`config.mk`:
```
export PLATFORM = sky130hd
export DESIGN_NAME = adc2dac_align
export DESIGN_NICKNAME = d
export VERILOG_FILES = /design/src/rtl/adc2dac_align.sv
export SDC_FILE = /design/constraint.sdc
export NUM_CORES = 2
export LEC_CHECK = 0
export BUFFER_PORTS_ARGS = -buffer_cell sky130_fd_sc_hd__buf_2
export CAP_MARGIN = 20
export CORE_MARGIN = 1
export CORE_UTILIZATION = 50
export DETAILED_ROUTE_END_ITERATION = 16
export GPL_TIMING_DRIVEN = 0
export PLACE_DENSITY = 0.66
export SYNTH_ARGS = -nofsm -noshare
export SYNTH_HDL_FRONTEND = slang
export SYNTH_SLANG_ARGS = --single-unit
export TNS_END_PERCENT = 50
```
`constraint.sdc`:
```
create_clock -name clk_250m -period 21.4 [get_ports clk_250m]
set_input_delay 4.28 -clock clk_250m [delete_from_list [all_inputs] [get_ports clk_250m]]
set_output_delay 4.28 -clock clk_250m [all_outputs]
set_load 0.01 [all_outputs]
```
`src/rtl/adc2dac_align.sv`:
```
// adc2dac_align: per-channel delay line (circular buffer), any-to-any channel routing and
//   output mode (pass/zero/ramp/hold) on the ADC->DAC loopback path, 250 MHz domain.
// Latency: out_valid is in_valid delayed by exactly 2 cycles. No backpressure: every beat is accepted.
// Ports: clk_250m/rst_250m_n clock and async active-low reset; in_valid/in_data input beats
//   (channel c at [c*W +: W]); cfg_load/cfg_delay/cfg_sel/cfg_mode config latch pulse and fields;
//   out_valid/out_data registered DAC beats; cfg_err sticky flag for an out-of-range route select.
module adc2dac_align #(
  parameter int NCH   = 8,
  parameter int W     = 16,
  parameter int DEPTH = 16,
  parameter int DW    = 4,
  parameter int SW    = 3
) (
  input  logic              clk_250m,
  input  logic              rst_250m_n,
  input  logic              in_valid,
  input  logic [NCH*W-1:0]  in_data,
  input  logic              cfg_load,
  input  logic [NCH*DW-1:0] cfg_delay,
  input  logic [NCH*SW-1:0] cfg_sel,
  input  logic [1:0]        cfg_mode,
  output logic              out_valid,
  output logic [NCH*W-1:0]  out_data,
  output logic              cfg_err
);

  localparam logic [1:0] MODE_PASS = 2'd0;
  localparam logic [1:0] MODE_ZERO = 2'd1;
  localparam logic [1:0] MODE_RAMP = 2'd2;
  localparam logic [1:0] MODE_HOLD = 2'd3;

  // Active configuration
  logic [DW-1:0]    r_delay [NCH];
  logic [SW-1:0]    r_sel   [NCH];
  logic [1:0]       r_mode;

  // Delay line state
  logic [W-1:0]     r_buf   [NCH][DEPTH];
  logic [DW-1:0]    r_wr_ptr;
  logic [DW-1:0]    r_fill  [NCH];
  logic [W-1:0]     r_ramp;

  // Pipeline: stage 1 holds the computed beat, stage 2 is the output register
  logic             r_s1_vld;
  logic             r_s1_hold;
  logic [NCH*W-1:0] r_s1_dat;
  logic             r_out_vld;
  logic [NCH*W-1:0] r_out_dat;
  logic             r_cfg_err;

  logic [DW-1:0]    w_rd_addr [NCH];
  logic [W-1:0]     w_dly     [NCH];
  // Padded to the full select range so the route mux index is always in bounds
  logic [W-1:0]     w_dly_x   [2**SW];
  logic [NCH*W-1:0] w_moded;
  logic [SW-1:0]    w_new_sel [NCH];
  logic             w_sel_bad;

  always_comb begin
    for (int c = 0; c < NCH; c++) begin
      // Natural DW-bit wrap gives the mod-DEPTH read address
      w_rd_addr[c] = r_wr_ptr - r_delay[c];
      if (r_fill[c] < r_delay[c]) begin
        w_dly[c] = '0;                         // not enough history yet
      end else if (r_delay[c] == '0) begin
        w_dly[c] = in_data[c*W +: W];          // slot at wr_ptr is being written this beat
      end else begin
        w_dly[c] = r_buf[c][w_rd_addr[c]];
      end
    end
    for (int s = 0; s < 2**SW; s++) w_dly_x[s] = '0;
    for (int c = 0; c < NCH; c++) w_dly_x[c] = w_dly[c];

    w_moded = '0;
    case (r_mode)
      MODE_PASS: for (int o = 0; o < NCH; o++) w_moded[o*W +: W] = w_dly_x[r_sel[o]];
      MODE_RAMP: for (int o = 0; o < NCH; o++) w_moded[o*W +: W] = r_ramp + W'(o);
      default:   w_moded = '0;                 // zero; hold ignores stage-1 data
    endcase
  end

  // Out-of-range selects are redirected to channel 0 and flagged
  always_comb begin
    w_sel_bad = 1'b0;
    for (int o = 0; o < NCH; o++) begin
      if ({{(32-SW){1'b0}}, cfg_sel[o*SW +: SW]} >= NCH) begin
        w_new_sel[o] = '0;
        w_sel_bad    = 1'b1;
      end else begin
        w_new_sel[o] = cfg_sel[o*SW +: SW];
      end
    end
  end

  // Sample storage needs no reset: fill counters mask anything written before reset
  always_ff @(posedge clk_250m) begin
    if (in_valid) begin
      for (int c = 0; c < NCH; c++) r_buf[c][r_wr_ptr] <= in_data[c*W +: W];
    end
  end

  always_ff @(posedge clk_250m or negedge rst_250m_n) begin
    if (!rst_250m_n) begin
      for (int c = 0; c < NCH; c++) begin
        r_delay[c] <= '0;
        r_sel[c]   <= SW'(c);
        r_fill[c]  <= '0;
      end
      r_mode    <= MODE_PASS;
      r_wr_ptr  <= '0;
      r_ramp    <= '0;
      r_s1_vld  <= 1'b0;
      r_s1_hold <= 1'b0;
      r_s1_dat  <= '0;
      r_out_vld <= 1'b0;
      r_out_dat <= '0;
      r_cfg_err <= 1'b0;
    end else begin
      if (in_valid) begin
        r_wr_ptr <= r_wr_ptr + 1'b1;
        r_ramp   <= r_ramp + 1'b1;
        for (int c = 0; c < NCH; c++) begin
          if (r_fill[c] != DW'(DEPTH-1)) r_fill[c] <= r_fill[c] + 1'b1;
        end
      end

      // A beat in the same cycle as cfg_load has already used the old config;
      // the new one applies from the next beat, so loads here override the beat updates.
      if (cfg_load) begin
        for (int c = 0; c < NCH; c++) begin
          r_delay[c] <= cfg_delay[c*DW +: DW];
          if (cfg_delay[c*DW +: DW] != r_delay[c]) r_fill[c] <= '0;
          r_sel[c] <= w_new_sel[c];
        end
        r_mode <= cfg_mode;
        if (cfg_mode == MODE_RAMP) r_ramp <= '0;
        if (w_sel_bad) r_cfg_err <= 1'b1;
      end

      r_s1_vld <= in_valid;
      if (in_valid) begin
        r_s1_dat  <= w_moded;
        r_s1_hold <= (r_mode == MODE_HOLD);
      end

      r_out_vld <= r_s1_vld;
      if (r_s1_vld && !r_s1_hold) r_out_dat <= r_s1_dat;
    end
  end

  assign out_valid = r_out_vld;
  assign out_data  = r_out_dat;
  assign cfg_err   = r_cfg_err;

endmodule
```
==> flow_summary.ini <==
[outcome]
run_status = finished with violations
violations = slew limit

[timing]
max_slew.worst_pin.slew_ns = 1.813
setup_viol_count_final = 0
hold_viol_final = 0
min_period_ns = 9.229
hold_ws_ns = 0.3890
maxSlewViolCount = 22
slew_headroom_pct = -20.84
fin_worst_skew_ns = 0.04944
period_share_pct = 43.13
max_freq_mhz = 108.4
rsz0062_at_grt = no

[synthesis]
ys_seq_area_share_pct = 66.47
synth_fp_nets = 6777
avgSynthCellArea_sq_um = 16.35
synth_top_area_share_pct = 57.78
synth_edf_count = 2048
netlist_area_sq_mm = 0.1064
synthFlopType = edfxtp_1
yosysUniqueCellTypes = 105
yosysWarnings = 0
yosysTopAreaCell = edfxtp_1
synth_seq_cells = 2417
syn_inst = 6510
synth_area_leaders = edfxtp_1, mux4_2, dfrtp_1
async_reset_ff_share_pct = 15.27

[clock_tree]
path_clk_slew_ns = 0.06
ctsLongestPathBuffers = 3
numCtsBuffers = 240
cts_tree = built
postCtsHoldBufs = 0
cts.sinks = 2417
cts_resized = 0
cts_setup_buffers = 0
clk-insertion-delay-late_ns = 0.92
htreeDepth = 4
clockRootBuffer = clkbuf_16

[worst_hold_path]
whs_path_depth = 0
hold_start = r_s1_vld$_DFF_PN0_
hp-class = reg2reg
whs_endpoint = out_valid$_DFF_PN0_

[power]
switching_power_w = 0.006903
pwr-share-comb_pct = 43.9
p_seq_share_pct = 33.0
p_leak_nw = 44.11
switching_share_pct = 39.03
power.density_mw_per_mm2 = 140.7
internal_power_w = 0.01078
pwr-share-clk_pct = 23.1
irDropWorstVdd_mv = 0.1104

[floorplanning]
start_util_pct = 50.53
fp-row-count = 168
ios = 320
die-height_um = 463.4
die_area_sq_mm = 0.2147
die_w_um = 463.4
core_area_sq_mm = 0.2106

[finish]
fillers = 15620
area_growth_pct = 18.11
regArea_sq_mm = 0.07075
layout.cells.non_filler = 10460
final_cell_area_sq_mm = 0.1257
multi_input_area_sq_mm = 0.03393
nNetsFinal = 7675
drive_gt1_share_pct = 26.91

[critical_path]
critPathRequiredTime_ns = 21.98
reg2regPathDepth = 13
reg2reg_slack_ns = 15.05
arrival_ns = 9.81
setup.worst_path.end_class = flip-flop
worstReg2RegStart = r_wr_ptr[0]$_DFFE_PN0P_
crit_fanout = 20
worstReg2RegEnd = r_s1_dat[120]$_DFFE_PN0P_
crit_type = in2reg
startpoint_type = input pin

[global_route]
antenna_found_initial = 85
grt_use_met2_pct = 60.18
grt_pass1_wl_um = 625200
grt_pass1_vias = 69960
gr-usage-met1_pct = 59.52
grt_max_degree = 109
grt_overflow = 0
top_usage_layer = met2
grt_use_total_pct = 43.56
grtUsageMet3_pct = 17.03

[routing]
drtIter0Drc = 11580
drtAntennaViolNets = 0
firstDrtPassIters = 10
vias = 74210
drc_errors = 0
drt-wirelength-per-cell_um = 45.09
viasPerCell = 7.097
routed_wl_um = 471400

[placement]
dp_hpwl_um = 339900
gp_congestion = 1.089
io_buffers = 317
placed_cell_area_sq_mm = 0.1179
dp.cells = 9958

[run]
maxCapViolCount = 0
[worst max path at each step]
stage	from	depth (start not counted)	slack [ns]	to
after floorplan	in_valid	5	6.73	r_buf[0][1000]$_DFFE_PP_
after global placement	in_valid	6	-9.49	r_buf[1][225]$_DFFE_PP_
after detailed placement	in_valid	11	11.54	r_buf[0][959]$_DFFE_PP_
after CTS	in_valid	11	12.46	r_buf[0][951]$_DFFE_PP_
after global routing	in_valid	11	12.32	r_buf[0][788]$_DFFE_PP_
final	in_valid	11	12.17	r_buf[0][786]$_DFFE_PP_
[cells in the final DEF, fill, tap and decap left out, drive strengths merged, types with 15 or more instances in the layout]
cell | synthesis | routed
mux2i | 238 | 238
a221oi | 62 | 62
dfrtp | 357 | 357
nor4 | 23 | 23
o221ai | 32 | 32
and2 | 35 | 35
edfxtp | 2048 | 2048
o31ai | 30 | 30
clkbuf | 192 | 502
o21ai | 290 | 290
mux4 | 564 | 564
a21oi | 148 | 148
xnor2 | 66 | 66
mux2 | 138 | 138
nand4 | 36 | 36
o211ai | 19 | 19
nor2 | 280 | 280
diode | 0 | 38
a22oi | 141 | 141
ha | 69 | 69
nand3b | 18 | 18
xor2 | 99 | 99
a32oi | 63 | 63
a31oi | 36 | 36
clkinv | 7 | 118
inv | 101 | 114
a21o | 19 | 19
o22ai | 60 | 60
nand2 | 475 | 475
a32o | 16 | 16
a211oi | 74 | 74
a2111oi | 20 | 20
nor3 | 102 | 102
nand2b | 40 | 40
buf | 204 | 854
nor2b | 15 | 15
nand3 | 206 | 206
[registers in the layout, summed over array words and instances (netlist names), 2 cells and up]
name      cells
r_buf      2048
out_data    128
r_s1_dat    128
r_delay      32
r_fill       32
r_sel        24
r_ramp       16
r_wr_ptr      4
r_mode        2
[worst max-delay path: stages]
cell	delay (ns)
buf_2	0.10
clkbuf_1	0.49
clkbuf_1	0.93
clkbuf_2	0.92
clkbuf_2	0.88
nand2_1	0.48
nor2_4	0.67
buf_12	0.26
buf_12	0.22
buf_12	0.22
buf_12	0.22
[cell usage after synthesis, types with 16 or more instances]
master,n
nor2_1,276
buf_4,52
xnor2_1,65
clkbuf_1,184
dfrtp_1,357
a2111oi_0,19
nand2b_1,40
mux4_1,52
a32o_1,16
edfxtp_1,2048
o31ai_1,30
nand4_1,36
mux2i_1,238
a21oi_1,145
nand3b_1,18
o221ai_1,32
nor3_1,95
a221oi_1,62
o22ai_1,60
ha_1,69
a31oi_1,36
and2_1,34
a22oi_1,127
o211ai_1,19
inv_1,98
buf_6,36
a211oi_1,68
xor2_1,94
nand3_1,202
o21ai_0,268
mux2_2,138
mux4_2,512
a32oi_1,58
nand2_1,470
buf_2,70
nor4_1,23
buf_1,42
a21o_1,19
[routing by layer]
metal | vias up | share of wire (%)
li1 | 28130 | -
met4 | 54 | 6.3
met5 | - | 0.090
met3 | 1303 | 14
met2 | 6028 | 42
met1 | 38700 | 38
[final cells by class]
type,count,area share (%)
timing repair buffer,656,5.804
antenna,38,0.07565
multi-input combinational,3587,27.00
clock inverter,143,0.9407
sequential,2417,56.29
inverter,108,0.3225
clock buffer,304,5.052
buffer,398,1.731
tap,2805,2.792
[power groups by stage]
stage	clock (W)	sequential, W	combinational [W]
after CTS	0.00411	0.00583	0.00750
after floorplan	0	0.00594	0.00418
after detailed placement	0	0.00592	0.00745
final	0.00408	0.00584	0.00776
after global routing	0.00428	0.00586	0.00790
after global placement	0	0.00615	0.00682
[metrics by stage]
step           utilization (%)  power [W]  TNS (ns)  setup slack (ns)
2_1_floorplan                -    0.01012         0             6.732
3_3_place_gp             52.95    0.01297  -3570.01            -9.486
3_5_place_dp             55.98    0.01337         0             11.54
4_1_cts                  59.56    0.01744         0             12.46
5_1_grt                  59.64    0.01805         0             12.32
6_report                 59.68    0.01769         0             12.17
[cell families after synthesis]
logic type / count (synthesis) / share of synthesized area [%]
flops: 2417 / 66.47
simple gates: 1296 / 5.669
compound gates: 1108 / 7.290
mux: 940 / 15.82
buf+inv: 506 / 2.384
xor+xnor: 165 / 1.400
fa+ha+maj: 77 / 0.9617
other cells: 1 / 0.003523
Note: power is estimated with default switching activity, not from simulation.
